File: config.mk
export PLATFORM = sky130hd
export DESIGN_NAME = id_ex_stage
export DESIGN_NICKNAME = d
export VERILOG_FILES = /design/src/rtl/mips_pkg.sv /design/src/rtl/alu_ctrl_dec.sv /design/src/rtl/id_ex_stage.sv
export SDC_FILE = /design/constraint.sdc
export NUM_CORES = 1
export LEC_CHECK = 0
export BUFFER_PORTS_ARGS = -buffer_cell sky130_fd_sc_hd__buf_2
export CORE_ASPECT_RATIO = 0.9
export CORE_MARGIN = 10
export CORE_UTILIZATION = 44
export DETAILED_ROUTE_END_ITERATION = 12
export HOLD_SLACK_MARGIN = 0.08
export PLACE_DENSITY = 0.9
export REMOVE_ABC_BUFFERS = 1
export SYNTH_ARGS = -nofsm -noshare
export SYNTH_HDL_FRONTEND = slang
export SYNTH_SLANG_ARGS = --single-unit
File: constraint.sdc
create_clock -name clk -period 3.95 [get_ports clk]
set_input_delay 0.9875 -clock clk [delete_from_list [all_inputs] [get_ports clk]]
set_output_delay 0.9875 -clock clk [all_outputs]
set_load 0.05 [all_outputs]
File: src/rtl/mips_pkg.sv
// Shared MIPS decode constants, ID/EX pipeline register layout and operand-extension helper.
package mips_pkg;

    localparam logic [3:0] ALU_NONE = 4'd0;
    localparam logic [3:0] ALU_ADD  = 4'd1;
    localparam logic [3:0] ALU_SUB  = 4'd2;
    localparam logic [3:0] ALU_SLL  = 4'd3;
    localparam logic [3:0] ALU_SRL  = 4'd4;
    localparam logic [3:0] ALU_AND  = 4'd5;
    localparam logic [3:0] ALU_OR   = 4'd6;
    localparam logic [3:0] ALU_NOR  = 4'd7;
    localparam logic [3:0] ALU_SLTU = 4'd8;
    localparam logic [3:0] ALU_SLT  = 4'd9;

    localparam logic [5:0] OP_RTYPE = 6'h00;
    localparam logic [5:0] OP_BEQ   = 6'h04;
    localparam logic [5:0] OP_BNE   = 6'h05;
    localparam logic [5:0] OP_ADDI  = 6'h08;
    localparam logic [5:0] OP_ADDIU = 6'h09;
    localparam logic [5:0] OP_SLTI  = 6'h0A;
    localparam logic [5:0] OP_SLTIU = 6'h0B;
    localparam logic [5:0] OP_ANDI  = 6'h0C;
    localparam logic [5:0] OP_ORI   = 6'h0D;
    localparam logic [5:0] OP_LW    = 6'h23;
    localparam logic [5:0] OP_SW    = 6'h2B;

    localparam logic [5:0] F_SLL  = 6'h00;
    localparam logic [5:0] F_SRL  = 6'h02;
    localparam logic [5:0] F_ADD  = 6'h20;
    localparam logic [5:0] F_ADDU = 6'h21;
    localparam logic [5:0] F_SUB  = 6'h22;
    localparam logic [5:0] F_SUBU = 6'h23;
    localparam logic [5:0] F_AND  = 6'h24;
    localparam logic [5:0] F_OR   = 6'h25;
    localparam logic [5:0] F_NOR  = 6'h27;
    localparam logic [5:0] F_SLT  = 6'h2A;
    localparam logic [5:0] F_SLTU = 6'h2B;

    // Source of the ALU second operand.
    typedef enum logic [1:0] {
        OPB_RT    = 2'd0,
        OPB_SEXT  = 2'd1,
        OPB_ZEXT  = 2'd2,
        OPB_SHAMT = 2'd3
    } opb_sel_e;

    typedef struct packed {
        logic        valid;
        logic [3:0]  alu_ctrl;
        logic        regwrite;
        logic        memread;
        logic        memwrite;
        logic        beq;
        logic        bne;
        logic        shift;
        logic        use_imm;
        logic [4:0]  dest;
        logic [4:0]  rs;
        logic [4:0]  rt;
        logic [31:0] rs_data;
        logic [31:0] rt_data;
        logic [31:0] imm;
    } id_ex_t;

    function automatic logic [31:0] ext_operand(opb_sel_e sel, logic [15:0] imm, logic [4:0] shamt);
        logic [31:0] res;
        case (sel)
            OPB_SEXT:  res = {{16{imm[15]}}, imm};
            OPB_ZEXT:  res = {16'd0, imm};
            OPB_SHAMT: res = {27'd0, shamt};
            default:   res = 32'd0;
        endcase
        return res;
    endfunction

endpackage

File: src/rtl/alu_ctrl_dec.sv
// Combinational opcode/funct decoder: ALU code, second-operand source and control flags.
module alu_ctrl_dec
    import mips_pkg::*;
(
    input  logic [5:0] opcode,
    input  logic [5:0] funct,
    output logic [3:0] alu_ctrl,
    output opb_sel_e   opb_sel,
    output logic       shift,
    output logic       dest_rd,
    output logic       regwrite,
    output logic       memread,
    output logic       memwrite,
    output logic       beq,
    output logic       bne
);

    // Decode one instruction; unsupported encodings leave everything at the inert defaults.
    always_comb begin
        alu_ctrl = ALU_NONE;
        opb_sel  = OPB_RT;
        shift    = 1'b0;
        dest_rd  = 1'b0;
        regwrite = 1'b0;
        memread  = 1'b0;
        memwrite = 1'b0;
        beq      = 1'b0;
        bne      = 1'b0;
        case (opcode)
            OP_RTYPE: begin
                dest_rd = 1'b1;
                case (funct)
                    F_ADD, F_ADDU: begin alu_ctrl = ALU_ADD;  regwrite = 1'b1; end
                    F_SUB, F_SUBU: begin alu_ctrl = ALU_SUB;  regwrite = 1'b1; end
                    F_AND:         begin alu_ctrl = ALU_AND;  regwrite = 1'b1; end
                    F_OR:          begin alu_ctrl = ALU_OR;   regwrite = 1'b1; end
                    F_NOR:         begin alu_ctrl = ALU_NOR;  regwrite = 1'b1; end
                    F_SLTU:        begin alu_ctrl = ALU_SLTU; regwrite = 1'b1; end
                    F_SLT:         begin alu_ctrl = ALU_SLT;  regwrite = 1'b1; end
                    F_SLL: begin
                        alu_ctrl = ALU_SLL;
                        regwrite = 1'b1;
                        shift    = 1'b1;
                        opb_sel  = OPB_SHAMT;
                    end
                    F_SRL: begin
                        alu_ctrl = ALU_SRL;
                        regwrite = 1'b1;
                        shift    = 1'b1;
                        opb_sel  = OPB_SHAMT;
                    end
                    default: alu_ctrl = ALU_NONE;
                endcase
            end
            OP_ADDI, OP_ADDIU: begin alu_ctrl = ALU_ADD;  opb_sel = OPB_SEXT; regwrite = 1'b1; end
            OP_SLTI:           begin alu_ctrl = ALU_SLT;  opb_sel = OPB_SEXT; regwrite = 1'b1; end
            OP_SLTIU:          begin alu_ctrl = ALU_SLTU; opb_sel = OPB_SEXT; regwrite = 1'b1; end
            OP_ANDI:           begin alu_ctrl = ALU_AND;  opb_sel = OPB_ZEXT; regwrite = 1'b1; end
            OP_ORI:            begin alu_ctrl = ALU_OR;   opb_sel = OPB_ZEXT; regwrite = 1'b1; end
            OP_LW: begin
                alu_ctrl = ALU_ADD;
                opb_sel  = OPB_SEXT;
                memread  = 1'b1;
                regwrite = 1'b1;
            end
            OP_SW: begin
                alu_ctrl = ALU_ADD;
                opb_sel  = OPB_SEXT;
                memwrite = 1'b1;
            end
            OP_BEQ: begin alu_ctrl = ALU_SUB; beq = 1'b1; end
            OP_BNE: begin alu_ctrl = ALU_SUB; bne = 1'b1; end
            default: alu_ctrl = ALU_NONE;
        endcase
    end

endmodule

File: src/rtl/id_ex_stage.sv
// ID/EX pipeline register with decode, stall/flush, operand forwarding and load-use detection.
// Optional build macro ID_EX_FWD_EN enables EX/MEM and MEM/WB forwarding onto the operands.
module id_ex_stage
    import mips_pkg::*;
(
    input  logic        clk,
    input  logic        reset,
    input  logic        stall,
    input  logic        flush,
    input  logic        id_valid,
    input  logic [5:0]  id_opcode,
    input  logic [5:0]  id_funct,
    input  logic [4:0]  id_shamt,
    input  logic [15:0] id_imm,
    input  logic [4:0]  id_rs,
    input  logic [4:0]  id_rt,
    input  logic [4:0]  id_rd,
    input  logic [31:0] id_rs_data,
    input  logic [31:0] id_rt_data,
    input  logic        exmem_regwrite,
    input  logic [4:0]  exmem_rd,
    input  logic [31:0] exmem_result,
    input  logic        memwb_regwrite,
    input  logic [4:0]  memwb_rd,
    input  logic [31:0] memwb_result,
    output logic        ex_valid,
    output logic [3:0]  ex_alu_ctrl,
    output logic [31:0] ex_in1,
    output logic [31:0] ex_in2,
    output logic [31:0] ex_store_data,
    output logic [4:0]  ex_dest,
    output logic        ex_regwrite,
    output logic        ex_memread,
    output logic        ex_memwrite,
    output logic        ex_beq,
    output logic        ex_bne,
    output logic        load_use_hazard
);

    logic [3:0]  dec_alu_ctrl;
    opb_sel_e    dec_opb_sel;
    logic        dec_shift;
    logic        dec_dest_rd;
    logic        dec_regwrite;
    logic        dec_memread;
    logic        dec_memwrite;
    logic        dec_beq;
    logic        dec_bne;
    logic [4:0]  dest_sel;
    id_ex_t      nxt;
    id_ex_t      stage_r;
    logic [31:0] fwd_rs;
    logic [31:0] fwd_rt;

    alu_ctrl_dec u_dec (
        .opcode   (id_opcode),
        .funct    (id_funct),
        .alu_ctrl (dec_alu_ctrl),
        .opb_sel  (dec_opb_sel),
        .shift    (dec_shift),
        .dest_rd  (dec_dest_rd),
        .regwrite (dec_regwrite),
        .memread  (dec_memread),
        .memwrite (dec_memwrite),
        .beq      (dec_beq),
        .bne      (dec_bne)
    );

    assign dest_sel = dec_dest_rd ? id_rd : id_rt;

    // Build the next register image; an invalid ID slot becomes an all-zero bubble.
    always_comb begin
        nxt = '0;
        if (id_valid) begin
            nxt.valid    = 1'b1;
            nxt.alu_ctrl = dec_alu_ctrl;
            // Writes to r0 are architecturally discarded, so never request them.
            nxt.regwrite = dec_regwrite & (dest_sel != 5'd0);
            nxt.memread  = dec_memread;
            nxt.memwrite = dec_memwrite;
            nxt.beq      = dec_beq;
            nxt.bne      = dec_bne;
            nxt.shift    = dec_shift;
            nxt.use_imm  = (dec_opb_sel != OPB_RT);
            nxt.dest     = dest_sel;
            nxt.rs       = id_rs;
            nxt.rt       = id_rt;
            nxt.rs_data  = id_rs_data;
            nxt.rt_data  = id_rt_data;
            nxt.imm      = ext_operand(dec_opb_sel, id_imm, id_shamt);
        end else begin
            nxt = '0;
        end
    end

    // Pipeline register: flush beats stall, reset clears asynchronously.
    always_ff @(posedge clk or posedge reset) begin
        if (reset) begin
            stage_r <= '0;
        end else if (flush) begin
            stage_r <= '0;
        end else if (!stall) begin
            stage_r <= nxt;
        end else begin
            stage_r <= stage_r;
        end
    end

`ifdef ID_EX_FWD_EN
    // Per-operand forwarding; the younger EX/MEM result takes priority over MEM/WB.
    always_comb begin
        fwd_rs = stage_r.rs_data;
        fwd_rt = stage_r.rt_data;
        if (exmem_regwrite && (exmem_rd != 5'd0) && (exmem_rd == stage_r.rs)) begin
            fwd_rs = exmem_result;
        end else if (memwb_regwrite && (memwb_rd != 5'd0) && (memwb_rd == stage_r.rs)) begin
            fwd_rs = memwb_result;
        end else begin
            fwd_rs = stage_r.rs_data;
        end
        if (exmem_regwrite && (exmem_rd != 5'd0) && (exmem_rd == stage_r.rt)) begin
            fwd_rt = exmem_result;
        end else if (memwb_regwrite && (memwb_rd != 5'd0) && (memwb_rd == stage_r.rt)) begin
            fwd_rt = memwb_result;
        end else begin
            fwd_rt = stage_r.rt_data;
        end
    end
`else
    logic fwd_unused;
    assign fwd_unused = ^{exmem_regwrite, exmem_rd, exmem_result,
                          memwb_regwrite, memwb_rd, memwb_result, stage_r.rs, stage_r.rt};
    assign fwd_rs = stage_r.rs_data;
    assign fwd_rt = stage_r.rt_data;
`endif

    assign ex_valid      = stage_r.valid;
    assign ex_alu_ctrl   = stage_r.alu_ctrl;
    assign ex_dest       = stage_r.dest;
    assign ex_regwrite   = stage_r.regwrite;
    assign ex_memread    = stage_r.memread;
    assign ex_memwrite   = stage_r.memwrite;
    assign ex_beq        = stage_r.beq;
    assign ex_bne        = stage_r.bne;
    // Shifts operate on rt; the shift amount rides in the immediate slot.
    assign ex_in1        = stage_r.shift ? fwd_rt : fwd_rs;
    assign ex_in2        = stage_r.use_imm ? stage_r.imm : fwd_rt;
    assign ex_store_data = fwd_rt;

    assign load_use_hazard = stage_r.valid & stage_r.memread & (stage_r.dest != 5'd0) &
                             ((stage_r.dest == id_rs) | (stage_r.dest == id_rt));

endmodule

==> out/results.tsv, run 1 <==
stage	metric	value	unit
layout	final core utilization	0.559	
power_and_ir_drop	Sw Ratio	0.309	
routing	drt pass-1 iters	5	
floorplan	Initial Utilization	0.449	
layout	most frequent cells in the layout	buf_2 (228), dfrtp_1 (98), a22o_1 (78)	
layout	share of cells above drive strength 1	0.500	
clocking	setup bufs post-CTS	0	
clocking	PostCTS Resize Cnt	0	
timing	unrepaired setup endpoints after global routing	no	
timing	Slew Limit Fails	0	
floorplan	Die Y-Extent	122	um
power_and_ir_drop	sequential cell fraction of total power	0.457	
routing	post-route antenna net violation count	0	
power_and_ir_drop	PwrDens	362	mW/mm^2
worst_setup_path	worst flop-to-flop path endpoint	stage_r[111]$_DFFE_PP0P_	
placed_design	pre-CTS setup slack	953	ps
timing	min Tclk post-route	3150	ps
power_and_ir_drop	switching power	0.715	mW
clocking	Clock Path Buffers	2	
layout	final net count	818	
clocking	clk sink count	98	
power_and_ir_drop	combinational power share	0.177	
clocking	CTS H-Tree Depth	3	
logic_synthesis	Synth area leader	dfrtp_1	
timing	final hold slack	505	ps
clocking	clk slew on worst S/H paths	70	ps
worst_hold_path	min-delay src	ex_memwrite$_DFFE_PP0P_	
global_routing	initial antenna violation count	0	
floorplan	Chip Width	134	um
timing	skew final	0	ps
placed_design	placed cells	770	
clocking	Clock Tree Root	clkbuf_16	
logic_synthesis	predominant post-synthesis flop cell	dfrtp_1	
worst_setup_path	Max FO, Critical Path	16	
outcome	outcome	finished clean	
floorplan	Top Ports	305	
placed_design	DP Area	0.00610	sq mm
layout	area grow syn2layout	24.5	%
clocking	CTS tree	yes	
logic_synthesis	cells after synthesis	454	
worst_setup_path	cells on worst reg2reg path	2	
timing	maximum clock frequency	317	MHz
placed_design	post-DP HPWL	11.8	mm
worst_setup_path	reg-to-reg slack, setup	2510	ps
routing	Routed WL per cell	20.4	um
global_routing	GRT Overall Usage	0.185	
routing	WL final	16.1	mm
floorplan	core area	0.0114	sq mm
timing	worst slew pin tran	964	ps
timing	part of the cycle the worst path needs	0.799	
timing	setup total negative slack	0	ps
timing	Hold Violations, Final	0	
logic_synthesis	number of distinct library cells after synthesis	51	
worst_setup_path	critical path class	register to primary output	
clocking	CTS buffer count	9	
layout	Layout fillers	972	
floorplan	row count	37	
worst_hold_path	Hold EP	ex_memwrite$_DFFE_PP0P_	
layout	final instance area	0.00639	sq mm
layout	commonest non-fill, non-tap cell in the layout	buf_2	
routing	overall via count from detail_route	4413	
job	max_cap viols	0	
logic_synthesis	area share of the largest cell type after synthesis	0.478	
floorplan	Die ar.	0.0164	sq mm
clocking	# hold bufs at CTS	0	
logic_synthesis	Area contributors post-synth	dfrtp_1 (48%), a22o_1 (13%), mux2_2 (11%)	
routing	number of vias per cell	5.61	
global_routing	vias in the first global route	4679	
logic_synthesis	sequential element share of the synthesized area	0.478	
power_and_ir_drop	leakage power	3.47	nW
layout	Ant. Diodes	0	
timing	post-route worst setup slack	796	ps
worst_setup_path	WP data required	2960	ps
logic_synthesis	Synth Register Bits	98	
power_and_ir_drop	Power, Total	2.32	mW
logic_synthesis	mapped cell area	0.00513	sq mm
routing	DRC	0	
timing	Final setup viols	0	
worst_hold_path	Hold WC Path Type	register to register	
worst_setup_path	critical path arrival	2170	ps
timing	Slew HR	0.348	
worst_setup_path	CP Launch Type	register	
routing	DRT iter0 DRCs	250	
logic_synthesis	syn avg cell area	11.3	sq um
logic_synthesis	asr flop ratio synth	1.00	
clocking	Skew-Pair Late Insertion Delay	330	ps
worst_setup_path	reg2reg start	stage_r[111]$_DFFE_PP0P_	
global_routing	largest net degree at the start of global routing	99	
worst_setup_path	Crit. End Element	primary output	
power_and_ir_drop	Worst VDD drop	0.000291	V
logic_synthesis	EDFF count, synth	0	
worst_hold_path	Hold Path Depth	1	
placed_design	GP Congestion	0.828	
placed_design	number of buffers added on ports	228	
global_routing	GRT overflow	0	
layout	non-filler cells, final	786	
power_and_ir_drop	internal power	1.60	mW
logic_synthesis	synth warn	0	
global_routing	first-pass GRT wire length	25.1	mm
power_and_ir_drop	Clock power frac	0.366	
state kept, by name (all words and copies together), names as in the netlist:
name / cells
fwd_rs: 32
ex_store_data: 32
ex_alu_ctrl: 4
ex_regwrite: 1
ex_beq: 1
ex_memwrite: 1
ex_bne: 1
ex_memread: 1
ex_dest: 5
stage_r: 19
ex_valid: 1
routing by layer:
metal  up-vias  wire length, um  track usage
met4         0              170       0.0448
met3        14             1120       0.0580
met2       174             8090        0.314
met1      2234             6680        0.226
met5         -                0            0
li1       1991                -            -
cells by family (layout without fill, tap and decap cells):
group,Yosys count,after routing,share of synthesized area
AO/OA/AOI/OAI,134,134,0.210
flip-flops,98,98,0.478
adder cells (fa/ha/maj),1,1,0.00195
multiplexers,53,53,0.115
AND/OR/NAND/NOR,61,61,0.0741
buffers and inverters,97,273,0.104
XOR/XNOR,10,10,0.0171
Yosys cell counts (6+ instances only):
| library cell | instances |
|---|---|
| inv_1 | 21 |
| o21ai_0 | 24 |
| xor2_1 | 6 |
| mux2_2 | 48 |
| dfrtp_1 | 98 |
| buf_4 | 41 |
| nand2_1 | 13 |
| clkbuf_1 | 30 |
| a32o_1 | 6 |
| a22o_1 | 78 |
| and2_1 | 6 |
| nor3_1 | 7 |
area by class of cell:
cell class / count / area, sq um / share of cell area
Sequential cell: 98 / 2450 / 0.384
Clock buffer: 9 / 225 / 0.0352
Clock inverter: 7 / 62.6 / 0.00979
Multi-Input combinational cell: 259 / 2160 / 0.338
Tap cell: 156 / 195 / 0.0305
Inverter: 21 / 81.3 / 0.0127
Timing Repair Buffer: 236 / 1210 / 0.190
power by group through the flow:
stage          clock [mW]  combinational, mW  sequential (mW)
6_report            0.848              0.410             1.06
5_1_grt             0.915              0.437             1.06
4_1_cts             0.869              0.412             1.06
3_5_place_dp            0              0.411             1.08
3_3_place_gp            0              0.399             1.07
2_1_floorplan           0              0.204             1.13
worst max-delay path: stages, from the launching register on:
cell and delay, ps:
dfrtp_1 780, nand2_1 520, o21ai_0 220, buf_2 300
worst max-delay path by stage:
stage                        startpoint                    endpoint  cells after the start
2_1_floorplan                     flush  ex_alu_ctrl[2]$_DFFE_PP0P_                      3
3_3_place_gp                   id_rt[3]             load_use_hazard                      6
3_5_place_dp                   id_rs[3]             load_use_hazard                      6
4_1_cts        stage_r[111]$_DFFE_PP0P_                  ex_in2[18]                      3
5_1_grt        stage_r[111]$_DFFE_PP0P_                  ex_in2[27]                      3
6_report       stage_r[111]$_DFFE_PP0P_                  ex_in2[18]                      3
(Power assumes the default switching activity.)
==> inputs of run 2 (changes only) <==
clock period = 3.2 ns   (was 3.95 ns; I/O delays follow)
==> run 2 against run 1 <==
Compared with the run above: core utilization increased by 0.35 points; combinational power is 25% higher; via count grew 0.82%; design area is 0.63% higher; global-route usage is 0.26 points higher; critical path depth grew 3.
==> out/results.tsv, run 2 (same netlist as run 1, synthesis figures left out) <==
stage	metric	value	unit
timing	Slew HR	0.495	
layout	Layout fillers	946	
routing	Routed WL per cell	20.3	um
clocking	CTS H-Tree Depth	3	
timing	post-route worst setup slack	537	ps
layout	commonest non-fill, non-tap cell in the layout	buf_2	
global_routing	initial antenna violation count	0	
routing	post-route antenna net violation count	0	
timing	min Tclk post-route	2660	ps
layout	area grow syn2layout	25.3	%
worst_hold_path	Hold WC Path Type	primary input to async pin	
clocking	CTS tree	yes	
routing	number of vias per cell	5.64	
global_routing	first-pass GRT wire length	24.9	mm
power_and_ir_drop	Sw Ratio	0.299	
clocking	PostCTS Resize Cnt	0	
worst_setup_path	slowest stage cell, crit path	buf_2	
power_and_ir_drop	Clock power frac	0.359	
layout	share of cells above drive strength 1	0.501	
placed_design	number of buffers added on ports	228	
clocking	Clock Tree Root	clkbuf_16	
floorplan	Chip Width	134	um
layout	final core utilization	0.562	
worst_setup_path	critical path class	primary input to primary output	
power_and_ir_drop	Worst VDD drop	0.000402	V
floorplan	Top Ports	305	
timing	Hold Violations, Final	0	
outcome	outcome	finished clean	
global_routing	largest net degree at the start of global routing	46	
timing	worst slew pin tran	753	ps
global_routing	GRT overflow	0	
timing	Slew Limit Fails	0	
worst_setup_path	Crit. End Element	primary output	
routing	WL final	16.0	mm
routing	drt pass-1 iters	8	
power_and_ir_drop	sequential cell fraction of total power	0.461	
worst_setup_path	critical path arrival	1860	ps
worst_setup_path	CP delay by family, top	buffers and inverters	
worst_setup_path	Max FO, Critical Path	3	
global_routing	vias in the first global route	4614	
clocking	CTS buffer count	9	
power_and_ir_drop	leakage power	3.48	nW
job	max_cap viols	0	
layout	Ant. Diodes	0	
floorplan	Die ar.	0.0164	sq mm
worst_setup_path	crit-path cells	buf_2, xor2_1, nor3_1, nand3_1, a21oi_1, buf_2	
timing	Final setup viols	0	
timing	maximum clock frequency	376	MHz
worst_setup_path	Critical Path Max Stage Delay	280	ps
layout	final net count	821	
floorplan	Die Y-Extent	122	um
placed_design	pre-CTS setup slack	421	ps
timing	unrepaired setup endpoints after global routing	no	
placed_design	GP Congestion	0.841	
clocking	setup bufs post-CTS	0	
clocking	clk sink count	98	
clocking	Clock Path Buffers	2	
routing	DRC	0	
clocking	# hold bufs at CTS	0	
worst_setup_path	most used cell, CP	buf_2	
timing	part of the cycle the worst path needs	0.832	
floorplan	core area	0.0114	sq mm
clocking	Skew-Pair Late Insertion Delay	340	ps
global_routing	GRT Overall Usage	0.188	
power_and_ir_drop	switching power	0.847	mW
layout	non-filler cells, final	789	
worst_setup_path	reg-to-reg slack, setup	2190	ps
routing	overall via count from detail_route	4449	
floorplan	row count	37	
clocking	clk slew on worst S/H paths	70	ps
power_and_ir_drop	combinational power share	0.181	
power_and_ir_drop	internal power	1.99	mW
worst_setup_path	WP data required	2400	ps
timing	final hold slack	411	ps
timing	setup total negative slack	0	ps
placed_design	post-DP HPWL	12.0	mm
placed_design	placed cells	773	
routing	DRT iter0 DRCs	286	
power_and_ir_drop	PwrDens	441	mW/mm^2
floorplan	Initial Utilization	0.449	
worst_setup_path	CP Launch Type	primary input	
worst_setup_path	CP bufs+invs	2	
layout	most frequent cells in the layout	buf_2 (228), dfrtp_1 (98), a22o_1 (78)	
timing	skew final	0	ps
==> run 2: changes by cell type in the layout (fill, tap and decap cells not counted), moves of 2 or more <==
cell        change
inv_8           -2
buf_12          +2
clkinv_4        -2
clkinvlp_4      +2
==> run 2: layout make-up <==
class	count	area (sq um)	share of cell area
inverters	21	81.3	0.0126
flip-flops and latches	98	2450	0.381
multi-input cells	259	2160	0.336
clock inverters	5	37.5	0.00584
clock buffers	11	243	0.0377
well taps	156	195	0.0304
repair buffers	239	1260	0.196
==> run 2: power groups by stage <==
| stage | Combinational, mW | Sequential, mW | Clock [mW] |
|---|---|---|---|
| floorplan | 0.252 | 1.39 | 0 |
| global placement | 0.500 | 1.33 | 0 |
| detailed placement | 0.513 | 1.33 | 0 |
| CTS | 0.516 | 1.31 | 1.04 |
| global route | 0.548 | 1.31 | 1.10 |
| finish | 0.513 | 1.31 | 1.02 |
==> run 2: through the flow <==
step | total power, mW | instance area, sq um
2_1_floorplan | 1.64 | 4680
3_3_place_gp | 1.83 | 6150
3_5_place_dp | 1.84 | 6150
4_1_cts | 2.86 | 6430
5_1_grt | 2.96 | 6430
6_report | 2.84 | 6430
==> run 2: path summary, 6_finish.rpt <==
check | to | cells after the start | from
setup / recovery | load_use_hazard | 6 | id_rt[3]
hold / removal | fwd_rs[6]$_DFFE_PP0P_ | 2 | reset
setup reg to reg | stage_r[112]$_DFFE_PP0P_ | 2 | stage_r[112]$_DFFE_PP0P_
hold reg to reg | ex_bne$_DFFE_PP0P_ | 1 | ex_bne$_DFFE_PP0P_
max in group asynchronous | stage_r[11]$_DFFE_PP0P_ | 3 | reset
min in group clk | ex_bne$_DFFE_PP0P_ | 1 | ex_bne$_DFFE_PP0P_
==> run 2: per-layer routing <==
metal,share of wire,wire length (um),GRT usage
met3,0.088,1410,0.0662
met4,0.020,315,0.0611
met5,0,0,0
met2,0.49,7840,0.311
met1,0.40,6440,0.226
==> inputs of run 3 (changes only) <==
CORE_UTILIZATION = 40   (was 44)
PLACE_DENSITY = 0.87   (was 0.9)
clock period = 2.3 ns   (was 3.2 ns; I/O delays follow)
==> run 3 against run 2 <==
Compared with the run above: die area increased by 8.4%; total power increased by 45%; core utilization decreased by 4.3 points; count of clock-buffer cells in the layout unchanged; via count decreased by 4.5%; global-route usage decreased by 2.2 points; design area increased by 2.1%; routed wire length decreased by 3.6%; critical path depth decreased by 2; combinational power increased by 37%; clock skew unchanged; worst hold slack got worse by 52 ps; critical endpoint unchanged; highest routed layer unchanged.
==> out/results.tsv, run 3 (same netlist as run 1, synthesis figures left out) <==
stage	metric	value	unit
routing	Routed WL per cell	19.1	um
clocking	CTS buffer count	9	
worst_hold_path	Hold WC Path Type	primary input to async pin	
clocking	Skew-Pair Late Insertion Delay	330	ps
worst_setup_path	critical path arrival	1690	ps
timing	worst slew pin tran	782	ps
routing	WL final	15.4	mm
timing	setup total negative slack	0	ps
power_and_ir_drop	sequential cell fraction of total power	0.442	
layout	final net count	831	
global_routing	first-pass GRT wire length	24.6	mm
global_routing	largest net degree at the start of global routing	99	
placed_design	DP Area	0.00622	sq mm
power_and_ir_drop	Worst VDD drop	0.000379	V
global_routing	GRT Overall Usage	0.165	
routing	overall via count from detail_route	4247	
clocking	clk sink count	98	
layout	non-filler cells, final	808	
power_and_ir_drop	internal power	2.96	mW
clocking	CTS H-Tree Depth	3	
clocking	Clock Path Buffers	2	
placed_design	number of buffers added on ports	228	
worst_setup_path	Max FO, Critical Path	5	
timing	Hold Violations, Final	0	
worst_setup_path	WP data required	1730	ps
worst_setup_path	CP Launch Type	register	
layout	final instance area	0.00657	sq mm
worst_setup_path	Crit. End Element	primary output	
worst_setup_path	reg2reg start	stage_r[0]$_DFFE_PP0P_	
power_and_ir_drop	switching power	1.15	mW
outcome	outcome	finished clean	
timing	skew final	0	ps
routing	DRT iter0 DRCs	257	
placed_design	placed cells	789	
power_and_ir_drop	combinational power share	0.171	
floorplan	row count	39	
floorplan	Top Ports	305	
layout	share of cells above drive strength 1	0.512	
worst_setup_path	cells on worst reg2reg path	2	
worst_setup_path	worst flop-to-flop path endpoint	stage_r[0]$_DFFE_PP0P_	
global_routing	GRT overflow	0	
placed_design	post-DP HPWL	11.5	mm
power_and_ir_drop	Sw Ratio	0.280	
clocking	CTS tree	yes	
timing	Final setup viols	0	
worst_setup_path	Critical Path Max Stage Delay	520	ps
routing	number of vias per cell	5.26	
timing	Slew HR	0.476	
layout	commonest non-fill, non-tap cell in the layout	buf_2	
placed_design	GP Congestion	0.895	
power_and_ir_drop	Clock power frac	0.387	
timing	Slew Limit Fails	0	
power_and_ir_drop	leakage power	3.55	nW
floorplan	core area	0.0126	sq mm
timing	min Tclk post-route	2270	ps
job	max_cap viols	0	
global_routing	initial antenna violation count	0	
routing	DRC	0	
layout	final core utilization	0.519	
worst_setup_path	critical path class	register to primary output	
clocking	Clock Tree Root	clkbuf_16	
floorplan	Initial Utilization	0.406	
clocking	# hold bufs at CTS	0	
floorplan	Die ar.	0.0178	sq mm
timing	part of the cycle the worst path needs	0.986	
layout	area grow syn2layout	27.9	%
clocking	clk slew on worst S/H paths	70	ps
layout	most frequent cells in the layout	buf_2 (227), dfrtp_1 (96), a22o_1 (78)	
power_and_ir_drop	PwrDens	627	mW/mm^2
floorplan	Chip Width	139	um
floorplan	Die Y-Extent	127	um
global_routing	vias in the first global route	4489	
timing	maximum clock frequency	441	MHz
worst_setup_path	crit-path cells	or4_1, o211ai_1, a21oi_1, buf_4	
worst_setup_path	slowest stage cell, crit path	or4_1	
routing	post-route antenna net violation count	0	
worst_setup_path	reg-to-reg slack, setup	1350	ps
routing	drt pass-1 iters	4	
timing	unrepaired setup endpoints after global routing	yes	
[run 3: changes by cell type in the layout (fill, tap and decap cells not counted)]
cell | previous run | this run
bufinv_16 | 0 | 2
clkbuf_1 | 1 | 2
nand2_2 | 0 | 1
clkbuf_8 | 1 | 0
clkinvlp_4 | 2 | 0
clkinv_2 | 1 | 0
buf_2 | 228 | 227
dfrtp_2 | 0 | 2
nand2_1 | 13 | 12
diode_2 | 0 | 1
clkinv_4 | 1 | 2
dfrtp_1 | 98 | 96
buf_4 | 8 | 19
[run 3: cell type report]
cell class,instances,area [sq um]
diodes,1,2.50
clock buffers,11,233
clock inverters,5,86.3
fillers,1131,6070
inverters,21,81.3
multi-input cells,259,2160
flip-flops and latches,98,2450
well taps,164,205
repair buffers,249,1340
[run 3: metal layers]
layer / GRT usage / share of wire
met3: 0.0611 / 0.079
met5: 0 / 0
met1: 0.206 / 0.43
met4: 0.0276 / 0.0071
met2: 0.272 / 0.48
[run 3: per-stage QoR]
step / hold WS [ps] / power (mW) / setup slack (ps)
floorplan: 464 / 2.28 / -2080
global placement: 473 / 2.55 / -11.6
detailed placement: 476 / 2.56 / -46.1
CTS: 373 / 4.18 / 13.5
global route: 390 / 4.29 / -16.6
finish: 358 / 4.11 / 32.3
[run 3: worst max-delay path by stage]
stage	from	endpoint	slack (ps)	depth (start not counted)
after global routing	ex_dest[0]$_DFFE_PP0P_	load_use_hazard	-20	4
after global placement	id_opcode[3]	stage_r[14]$_DFFE_PP0P_	-10	6
after CTS	ex_dest[0]$_DFFE_PP0P_	load_use_hazard	10	4
after detailed placement	id_opcode[3]	stage_r[13]$_DFFE_PP0P_	-50	6
final	ex_dest[0]$_DFFE_PP0P_	load_use_hazard	30	4
after floorplan	flush	ex_alu_ctrl[2]$_DFFE_PP0P_	-2080	3
[run 3: worst max-delay path, delay by kind of cell, from the launching register on]
family / cells / cell delay (ps)
buffers and inverters: 1 / 190
AND/OR/NAND/NOR: 1 / 520
flip-flops: 1 / 430
AO/OA/AOI/OAI: 2 / 220
[run 3: power groups by stage]
stage                     Combinational (mW)  Sequential (mW)  Clock [mW]
after floorplan                        0.350             1.93           0
after global placement                 0.699             1.85           0
after detailed placement               0.708             1.85           0
after CTS                              0.712             1.82        1.65
after global routing                   0.757             1.82        1.71
final                                  0.705             1.82        1.59
[run 3: what timing repair did]
action,4_1_cts,5_1_grt
setup buffers,2,0
gates resized for setup,4,0
endpoints found under the setup margin,29,1
